**config.mk**
```make
export PLATFORM = sky130hd
export DESIGN_NAME = reg_bank_arbiter
export DESIGN_NICKNAME = d
export VERILOG_FILES = /design/src/rtl/reg_bank_pkg.sv /design/src/rtl/reg_bank_arbiter_rr.sv /design/src/rtl/reg_bank_arbiter.sv
export SDC_FILE = /design/constraint.sdc
export NUM_CORES = 1
export LEC_CHECK = 0
export BUFFER_PORTS_ARGS = -buffer_cell sky130_fd_sc_hd__buf_2
export CAP_MARGIN = 20
export CORE_MARGIN = 10
export CORE_UTILIZATION = 40
export DETAILED_ROUTE_END_ITERATION = 8
export GPL_ROUTABILITY_DRIVEN = 0
export HOLD_SLACK_MARGIN = 0.06
export RECOVER_POWER = 50
export SLEW_MARGIN = 20
export SYNTH_ARGS = -nofsm -noshare
export SYNTH_HDL_FRONTEND = slang
export SYNTH_SLANG_ARGS = --single-unit
export TNS_END_PERCENT = 30
```
**constraint.sdc**
```tcl
create_clock -name clk -period 3.2 [get_ports clk]
set_input_delay 0.96 -clock clk [delete_from_list [all_inputs] [get_ports clk]]
set_output_delay 0.96 -clock clk [all_outputs]
set_load 0.01 [all_outputs]
```
**src/rtl/reg_bank_pkg.sv**
```systemverilog
// reg_bank_pkg
//   Shared types and helpers for reg_bank_arbiter and its round-robin arbiter.
//   rb_state_t : access sequencer states (IDLE -> ACCESS -> RESP -> IDLE)
//   DATA_W_DEF : default register width
//   rr_next    : round-robin successor of an index modulo n
package reg_bank_pkg;

  typedef enum logic [1:0] {
    IDLE,
    ACCESS,
    RESP
  } rb_state_t;

  localparam int unsigned DATA_W_DEF = 64;

  function automatic int unsigned rr_next(input int unsigned idx, input int unsigned n);
    return (idx + 1 >= n) ? 0 : idx + 1;
  endfunction

endpackage

```
**src/rtl/reg_bank_arbiter_rr.sv**
```systemverilog
// rr_arbiter
//   Combinational round-robin arbiter. The search starts at ptr and wraps; the
//   pointer itself is stored by the parent.
//   req       in  NUM_REQ  request vector
//   ptr       in  IDX_W    highest-priority index for this decision
//   en        in  1        arbitration enable; no grant when low
//   grant     out NUM_REQ  one-hot grant
//   grant_idx out IDX_W    index of the granted requester
//   any       out 1        a grant was issued
module rr_arbiter #(
  parameter  int unsigned NUM_REQ = 4,
  localparam int unsigned IDX_W   = $clog2(NUM_REQ)
) (
  input  logic [NUM_REQ-1:0] req,
  input  logic [IDX_W-1:0]   ptr,
  input  logic               en,
  output logic [NUM_REQ-1:0] grant,
  output logic [IDX_W-1:0]   grant_idx,
  output logic               any
);

  logic [IDX_W-1:0] idx;

  always_comb begin
    grant     = '0;
    grant_idx = '0;
    any       = 1'b0;
    idx       = '0;
    for (int unsigned i = 0; i < NUM_REQ; i++) begin
      idx = IDX_W'((32'(ptr) + i) % NUM_REQ);
      if (en && !any && req[idx]) begin
        grant[idx] = 1'b1;
        grant_idx  = idx;
        any        = 1'b1;
      end
    end
  end

endmodule

```
**src/rtl/reg_bank_arbiter.sv**
```systemverilog
// reg_bank_arbiter
//   Shares a bank of DEPTH registers between NUM_REQ requesters. One transaction
//   at a time is accepted round-robin in IDLE, performed in ACCESS and answered
//   with a one-cycle strobe in RESP. This block is the only writer of the bank.
//   clk        in   1               rising-edge clock
//   reset      in   1               asynchronous, active-low reset
//   req_valid  in   NUM_REQ         per-requester request
//   req_we     in   NUM_REQ         1=write, 0=read
//   req_addr   in   NUM_REQ*ADDR_W  requester i at [i*ADDR_W +: ADDR_W]
//   req_wdata  in   NUM_REQ*DATA_W  requester i at [i*DATA_W +: DATA_W]
//   req_ready  out  NUM_REQ         one-hot accept pulse (combinational in IDLE)
//   rsp_valid  out  NUM_REQ         one-hot one-cycle response strobe
//   rsp_rdata  out  DATA_W          read data, or the written data for writes
//   rsp_err    out  1               address >= DEPTH, valid with rsp_valid
//   busy       out  1               sequencer not in IDLE
//   grant_id   out  GRANT_W         index of the current/last grant
module reg_bank_arbiter
  import reg_bank_pkg::*;
#(
  parameter  int unsigned NUM_REQ = 4,
  parameter  int unsigned DEPTH   = 8,
  parameter  int unsigned DATA_W  = DATA_W_DEF,
  parameter  int unsigned ADDR_W  = (DEPTH > 1) ? $clog2(DEPTH) : 1,
  localparam int unsigned GRANT_W = $clog2(NUM_REQ)
) (
  input  logic                        clk,
  input  logic                        reset,
  input  logic [NUM_REQ-1:0]          req_valid,
  input  logic [NUM_REQ-1:0]          req_we,
  input  logic [NUM_REQ*ADDR_W-1:0]   req_addr,
  input  logic [NUM_REQ*DATA_W-1:0]   req_wdata,
  output logic [NUM_REQ-1:0]          req_ready,
  output logic [NUM_REQ-1:0]          rsp_valid,
  output logic [DATA_W-1:0]           rsp_rdata,
  output logic                        rsp_err,
  output logic                        busy,
  output logic [GRANT_W-1:0]          grant_id
);

  rb_state_t state, state_nxt;

  logic [GRANT_W-1:0] ptr_q;
  logic [GRANT_W-1:0] grant_q;
  logic [GRANT_W-1:0] win_idx;
  logic [NUM_REQ-1:0] win_onehot;
  logic               win_any;
  logic               arb_en;

  logic               we_q;
  logic [ADDR_W-1:0]  addr_q;
  logic [DATA_W-1:0]  wdata_q;
  logic [DATA_W-1:0]  rdata_q;
  logic               err_q;
  logic               addr_ok;

  logic [DATA_W-1:0]  bank [DEPTH];

  // Arbitration is also gated by reset so req_ready stays low while reset is held.
  assign arb_en  = (state == IDLE) && reset;
  assign addr_ok = 32'(addr_q) < DEPTH;

  rr_arbiter #(
    .NUM_REQ (NUM_REQ)
  ) u_arb (
    .req       (req_valid),
    .ptr       (ptr_q),
    .en        (arb_en),
    .grant     (win_onehot),
    .grant_idx (win_idx),
    .any       (win_any)
  );

  always_ff @(posedge clk or negedge reset) begin
    if (!reset) state <= IDLE;
    else        state <= state_nxt;
  end

  always_comb begin
    state_nxt = state;
    req_ready = '0;
    rsp_valid = '0;
    busy      = (state != IDLE);
    case (state)
      IDLE: begin
        req_ready = win_onehot;
        if (win_any) state_nxt = ACCESS;
      end
      ACCESS: state_nxt = RESP;
      RESP: begin
        rsp_valid[grant_q] = 1'b1;
        state_nxt          = IDLE;
      end
      default: state_nxt = IDLE;
    endcase
  end

  // err_q is cleared in IDLE but still holds during that first IDLE cycle,
  // so the output is qualified with RESP.
  assign rsp_err   = (state == RESP) && err_q;
  assign rsp_rdata = rdata_q;
  assign grant_id  = grant_q;

  always_ff @(posedge clk or negedge reset) begin
    if (!reset) begin
      ptr_q   <= '0;
      grant_q <= '0;
      we_q    <= 1'b0;
      addr_q  <= '0;
      wdata_q <= '0;
      rdata_q <= '0;
      err_q   <= 1'b0;
      for (int unsigned i = 0; i < DEPTH; i++) bank[i] <= '0;
    end else begin
      case (state)
        IDLE: begin
          err_q <= 1'b0;
          if (win_any) begin
            we_q    <= req_we[win_idx];
            addr_q  <= req_addr[32'(win_idx)*ADDR_W +: ADDR_W];
            wdata_q <= req_wdata[32'(win_idx)*DATA_W +: DATA_W];
            grant_q <= win_idx;
            ptr_q   <= GRANT_W'(rr_next(32'(win_idx), NUM_REQ));
          end
        end
        ACCESS: begin
          if (!addr_ok) begin
            rdata_q <= '0;
            err_q   <= 1'b1;
          end else if (we_q) begin
            bank[addr_q] <= wdata_q;
            rdata_q      <= wdata_q;
          end else begin
            rdata_q <= bank[addr_q];
          end
        end
        default: ;
      endcase
    end
  end

endmodule

```
# == Word-level counts from Yosys, hierarchy flattened ==
# Index checks and enable logic that the tools add are counted.
# totals
reg_bits,650
in_bits,278
output_inout_bits,76
word_cells,108
# op_classes
n_addsub,4
mul,1
order_cmp,14
n_eq_ne,3
shift,2
mux,44
bitwise_logic,4
reduce_logical,21
# ops
cell,count
$bwmux 512,1
$mux 64,4
$shiftx 256x9->64,1
$bmux 64 s3,1
$demux 64 s3,1
$mux 4,6
$lt 2x3->1 const B,6
$logic_and 1x1->1,14
$mux 1,14
$mux 2,6
$or 4x4->4,3
$shiftx 12x5->3,1
$bmux 1 s2,5
$demux 1 s2,5
$ge 2x1->1 const B,5
$add 2x2->2 const B,2
$ge 4x4->1 const B,1
$lt 4x1->1 const B,1
$mul 2x2->4 const B,1
$not 3->4,1
$pmux 2 s2,1
$reduce_and 2->1,2
$add 2x1->3 const B,1
$ge 3x3->1 const B,1
7 further kinds,9

# == Longest topological paths before layout ==
# depth
word_depth,19
depth_mapped,11
mapped_depth_nobuf,8

# == By module ==
# Synthesis repeated with hierarchy kept, for this count alone.
# unflattened
hier_cells,2406
hier_area_um2,31103.6
# modules_own_cells
module,n_inst,cells_each,area_each_um2,seq_area_each_um2
reg_bank_arbiter,1,2340,30554.3,16265.6
rr_arbiter,1,66,549.3,0.0

# == Worst setup path after synthesis ==
# No wires, ideal clock.
# synth_path
path_kind,input port to output port
startpoint,input port req_valid[0]
endpoint,output port req_ready[0]
t_arrival_ns,2.419
required_ns,2.240
path_slack_ns,-0.179
path_stages,5
path_buffers,1
cell_sequence,buf_2 > mux4_2 > a2111oi_1 > a22oi_1 > nand2_1
# synth_between
elab_chain_len,17
word_cells_on_any_way,29
classes_between,16 x mux; 3 x bitwise; 10 x reduce/logical
# synth_lines
item,line,rtl
from (decl),reg_bank_arbiter.sv:28,"input logic [NUM_REQ-1:0] req_valid,"
$bmux 1 s2,reg_bank_arbiter_rr.sv:31,if (en && !any && req[idx]) begin
$mux 1 (implied by the code),reg_bank_arbiter_rr.sv:31,
$logic_and 1x1->1,reg_bank_arbiter_rr.sv:31,
$mux 1,reg_bank_arbiter_rr.sv:31,
$logic_not 1->1,reg_bank_arbiter_rr.sv:31,
$logic_and 1x1->1 (2 in series),reg_bank_arbiter_rr.sv:31,
$mux 1,reg_bank_arbiter_rr.sv:31,
$logic_not 1->1,reg_bank_arbiter_rr.sv:31,
$logic_and 1x1->1 (2 in series),reg_bank_arbiter_rr.sv:31,
$mux 1,reg_bank_arbiter_rr.sv:31,
$logic_not 1->1,reg_bank_arbiter_rr.sv:31,
$logic_and 1x1->1 (2 in series),reg_bank_arbiter_rr.sv:31,
$mux 4 (*),reg_bank_arbiter_rr.sv:31,
$mux 4 (*),reg_bank_arbiter.sv:83,case (state)
to (decl),reg_bank_arbiter.sv:32,"output logic [NUM_REQ-1:0] req_ready,"
# Every way passes the cells marked *; elsewhere a longest branch is shown, timed or not. The select of a mux whose other input is x is not followed.

# == Final worst setup path ==
# layout_path
startpoint,register ptr_q[1]
endpoint,output port req_ready[0]
# layout_between
elab_chain_len,17
word_cells_on_any_way,52
classes_between,3 x add/sub; 8 x order compare; 24 x mux; 3 x bitwise; 14 x reduce/logical
# layout_lines
item,line,rtl
from (decl),reg_bank_arbiter.sv:42,logic [GRANT_W-1:0] ptr_q;
from (signal assigned),reg_bank_arbiter.sv:122,"ptr_q <= GRANT_W'(rr_next(32'(win_idx), NUM_REQ));"
"parallel branches: the longest is 15 deep, another holds $lt 2x3->1",-,
$mux 4 (*),reg_bank_arbiter_rr.sv:31,
$mux 4 (*),reg_bank_arbiter.sv:83,
# Every way passes the cells marked *. The select of a mux whose other input is x is not followed.

==> metrics.txt <==
outcome complete, but fails checks; violated checks capacitance limit, slew limit, setup timing; slowest CP cell mux4_2; CTS tree built; die width 306 um; Top FF cell, synth dfrtp_1; Max Cap Viol 4; FMAX 280 MHz; Post-Syn Area 32,800 um2; Sink Count 650; crit-path cells inv_2 -> ha_4 -> mux4_2 -> a2111oi_4 -> a22oi_1 -> nand2_1 -> buf_2; WP depth 7; Avg Vias per Cell 5.71; Pins Over Slew Limit 506; sequential power share 0.395; CP arrival 2.61 ns; Power, Total 37.7 mW; nets 3,104; Layout area overhead 17.0%; Total GRT Usage 0.202; Worst Path Buf+Inv 2; Crit path required time 2.24 ns; delay-heaviest family, CP multiplexers; CP Class flop to primary output; Mapped Cells 2,534; combinational share of power 0.381; leading cell types in the layout, fill and taps excluded 646 x dfrtp_1, 560 x mux2_2, 291 x buf_2, 212 x nand2_1, 164 x mux2i_1; RSZ-0062 raised after global routing yes; hold depth 2; Sw Share 0.367; Avg Inst Size Synth 12.9 um2; largest net degree at the start of global routing 180; Setup-failing EPs final 12; Starting DRT DRC Count 1,504; Die ar. 93,800 um2; Crit Path Max Fanout 4; Leak 17.8 nW; dominant cells by area after synthesis dfrtp_1 50%, mux2_2 19%, mux2i_1 5.0%, mux4_2 4.4%, nand2_1 2.5%; io pins 354; Synthesis Warnings 0; hpwl dp 63.1 mm; mean routed wirelength per cell 24.5 um; total gr overflow 0; final hold violation count 0; drt total wl 96.5 mm; Critical Path Max Stage Delay 0.55 ns; antenna violations before repair 7; Rows 104; Die Y 306 um; Worst VDD drop 0.638 mV; Clk pin slew, worst setup/hold paths 0.06 ns; Hold-fix buffers, CTS 0; buffers added on ports 352; HP Class flop to flop; setup ws final -0.366 ns; syn nets 2,820; Routed Antenna Nets 0; Fin Setup TNS -1.61 ns; Cell Area, Placed 36,000 um2; vias in the first global route 24,500; Worst-Margin Slew 2.41 ns; P_int 23.8 mW; Clock H-tree levels 3; worst clock skew 0.0257 ns; Critical Path Source Type flop; ys async rst share 1.00; Fill cells 7,212; Final Instance Area 38,400 um2; Net Switching 13.8 mW; count of cell types in the netlist 65; core area 80,900 um2; fin crit share 1.11; wire length of the first global-routing pass 149 mm; number of synthesized flops with an enable pin 0; Residual DRC 0; layout cells sized above 1 0.454; CTS max path bufs 3; commonest non-fill, non-tap cell in the layout dfrtp_1; PwrDens 982 nW/um2; Initial Util 0.405; dominant cell type by area after synthesis dfrtp_1; sequential area share after synthesis 0.496; Final Critical Period 3.57 ns; post-synth top area share 0.496; post-synthesis register bit count 650; via count 22,500; CP endpoint kind primary output; first-pass detailed-route iteration total 5; worst rel slew slack -0.608; clk root buf clkbuf_16; worst-case reg-to-reg path depth 7; latest clock arrival within the worst-skew pair 0.62 ns; CTS Buf Count 74; clock share of power 0.224
## metrics by stage
step / worst slack [ns] / cells / util / hold WS, ns
2_1_floorplan: -0.00241 / 2534 / - / 0.452
3_3_place_gp: -0.160 / 3799 / 0.445 / 0.461
3_5_place_dp: -0.234 / 3799 / 0.445 / 0.466
4_1_cts: -0.441 / 3935 / 0.476 / 0.414
5_1_grt: -0.506 / 3936 / 0.474 / 0.500
6_report: -0.366 / 3938 / 0.474 / 0.478
## power groups by stage
stage               clock network (mW)  registers (mW)  logic, mW
floorplan                            0            13.2       11.0
finish                            8.45            14.9       14.4
global placement                     0            14.6       14.1
global route                      8.99            15.4       15.6
CTS                               8.64            14.8       14.6
detailed placement                   0            15.0       14.5
## routing by layer
metal | vias up | track usage | part of all wire
met4 | 4 | 0.0627 | 0.027
met1 | 11800 | 0.262 | 0.43
li1 | 10000 | - | -
met2 | 535 | 0.344 | 0.49
met3 | 152 | 0.0316 | 0.050
met5 | - | 0 | 0.00022
## layout make-up
class,count,area [um2],share of cell area
sequential,650,16300,0.424
timing repair buffer,477,3010,0.0783
inverter,9,36.3,0.000946
tap,1060,1330,0.0346
multi-input combinational,1606,15300,0.398
clock inverter,30,290,0.00756
antenna,3,7.51,0.000196
clock buffer,103,2160,0.0564
## cell usage after synthesis (8+ instances only)
library cell / n
a2bb2oi_2: 21
buf_2: 89
a2bb2oi_1: 48
mux4_2: 64
o211ai_2: 65
a22o_1: 8
dfrtp_1: 650
clkbuf_2: 39
o2111ai_1: 48
a21oi_1: 75
o31ai_1: 14
ha_1: 8
mux2_2: 560
nand2_1: 217
o21ai_0: 65
a22oi_1: 26
mux2_1: 10
buf_4: 15
o2111ai_2: 20
mux2i_1: 164
nor2b_1: 16
buf_1: 41
nor2_1: 46
a221oi_1: 48
clkbuf_1: 72
## worst register-to-register path, cell delays in order (launching register included)
cell and delay [ns]:
dfrtp_1 0.47, or3b_1 0.52, buf_4 0.20, a21o_4 0.31, inv_4 0.11, clkbuf_2 0.93
o2111ai_1 0.42, o211ai_2 0.14
## cell families (layout without fill, tap and decap cells)
family,count (synthesis),in the layout,synth area share
XOR/XNOR,1,1,0.000267
flip-flops,650,650,0.496
AO/OA/AOI/OAI,485,485,0.127
buffers and inverters,278,619,0.0433
multiplexers,798,798,0.290
other,1,4,0.000114
AND/OR/NAND/NOR,313,313,0.0410
adder cells (fa/ha/maj),8,8,0.00305
## worst paths after layout
| path | from | to | slack [ns] |
|---|---|---|---|
| max | ptr_q[1] | req_ready[0] | -0.37 |
| min | rsp_rdata[55] | rsp_rdata[55] | 0.48 |
| max reg2reg | state[1] | we_q | 0.01 |
| min reg2reg | rsp_rdata[55] | rsp_rdata[55] | 0.48 |
| max in group asynchronous | reset | addr_q[2] | 0.17 |
| min in group asynchronous | reset | ptr_q[0] | 0.62 |
## repair_timing
item | CTS | global route
buffers inserted | 3 | 0
pin swaps | 5 | 2
hold endpoints to repair | 0 | 0
gates resized for setup | 3 | 1
endpoints found under the setup margin | 4 | 4
## state kept, by name, indices dropped and copies added, names as in the netlist
name       cells
rsp_rdata     64
grant_id       2
bank         512
wdata_q       64
we_q           1
ptr_q          2
addr_q         3
state          2
Power figures use the tool's default switching activity.
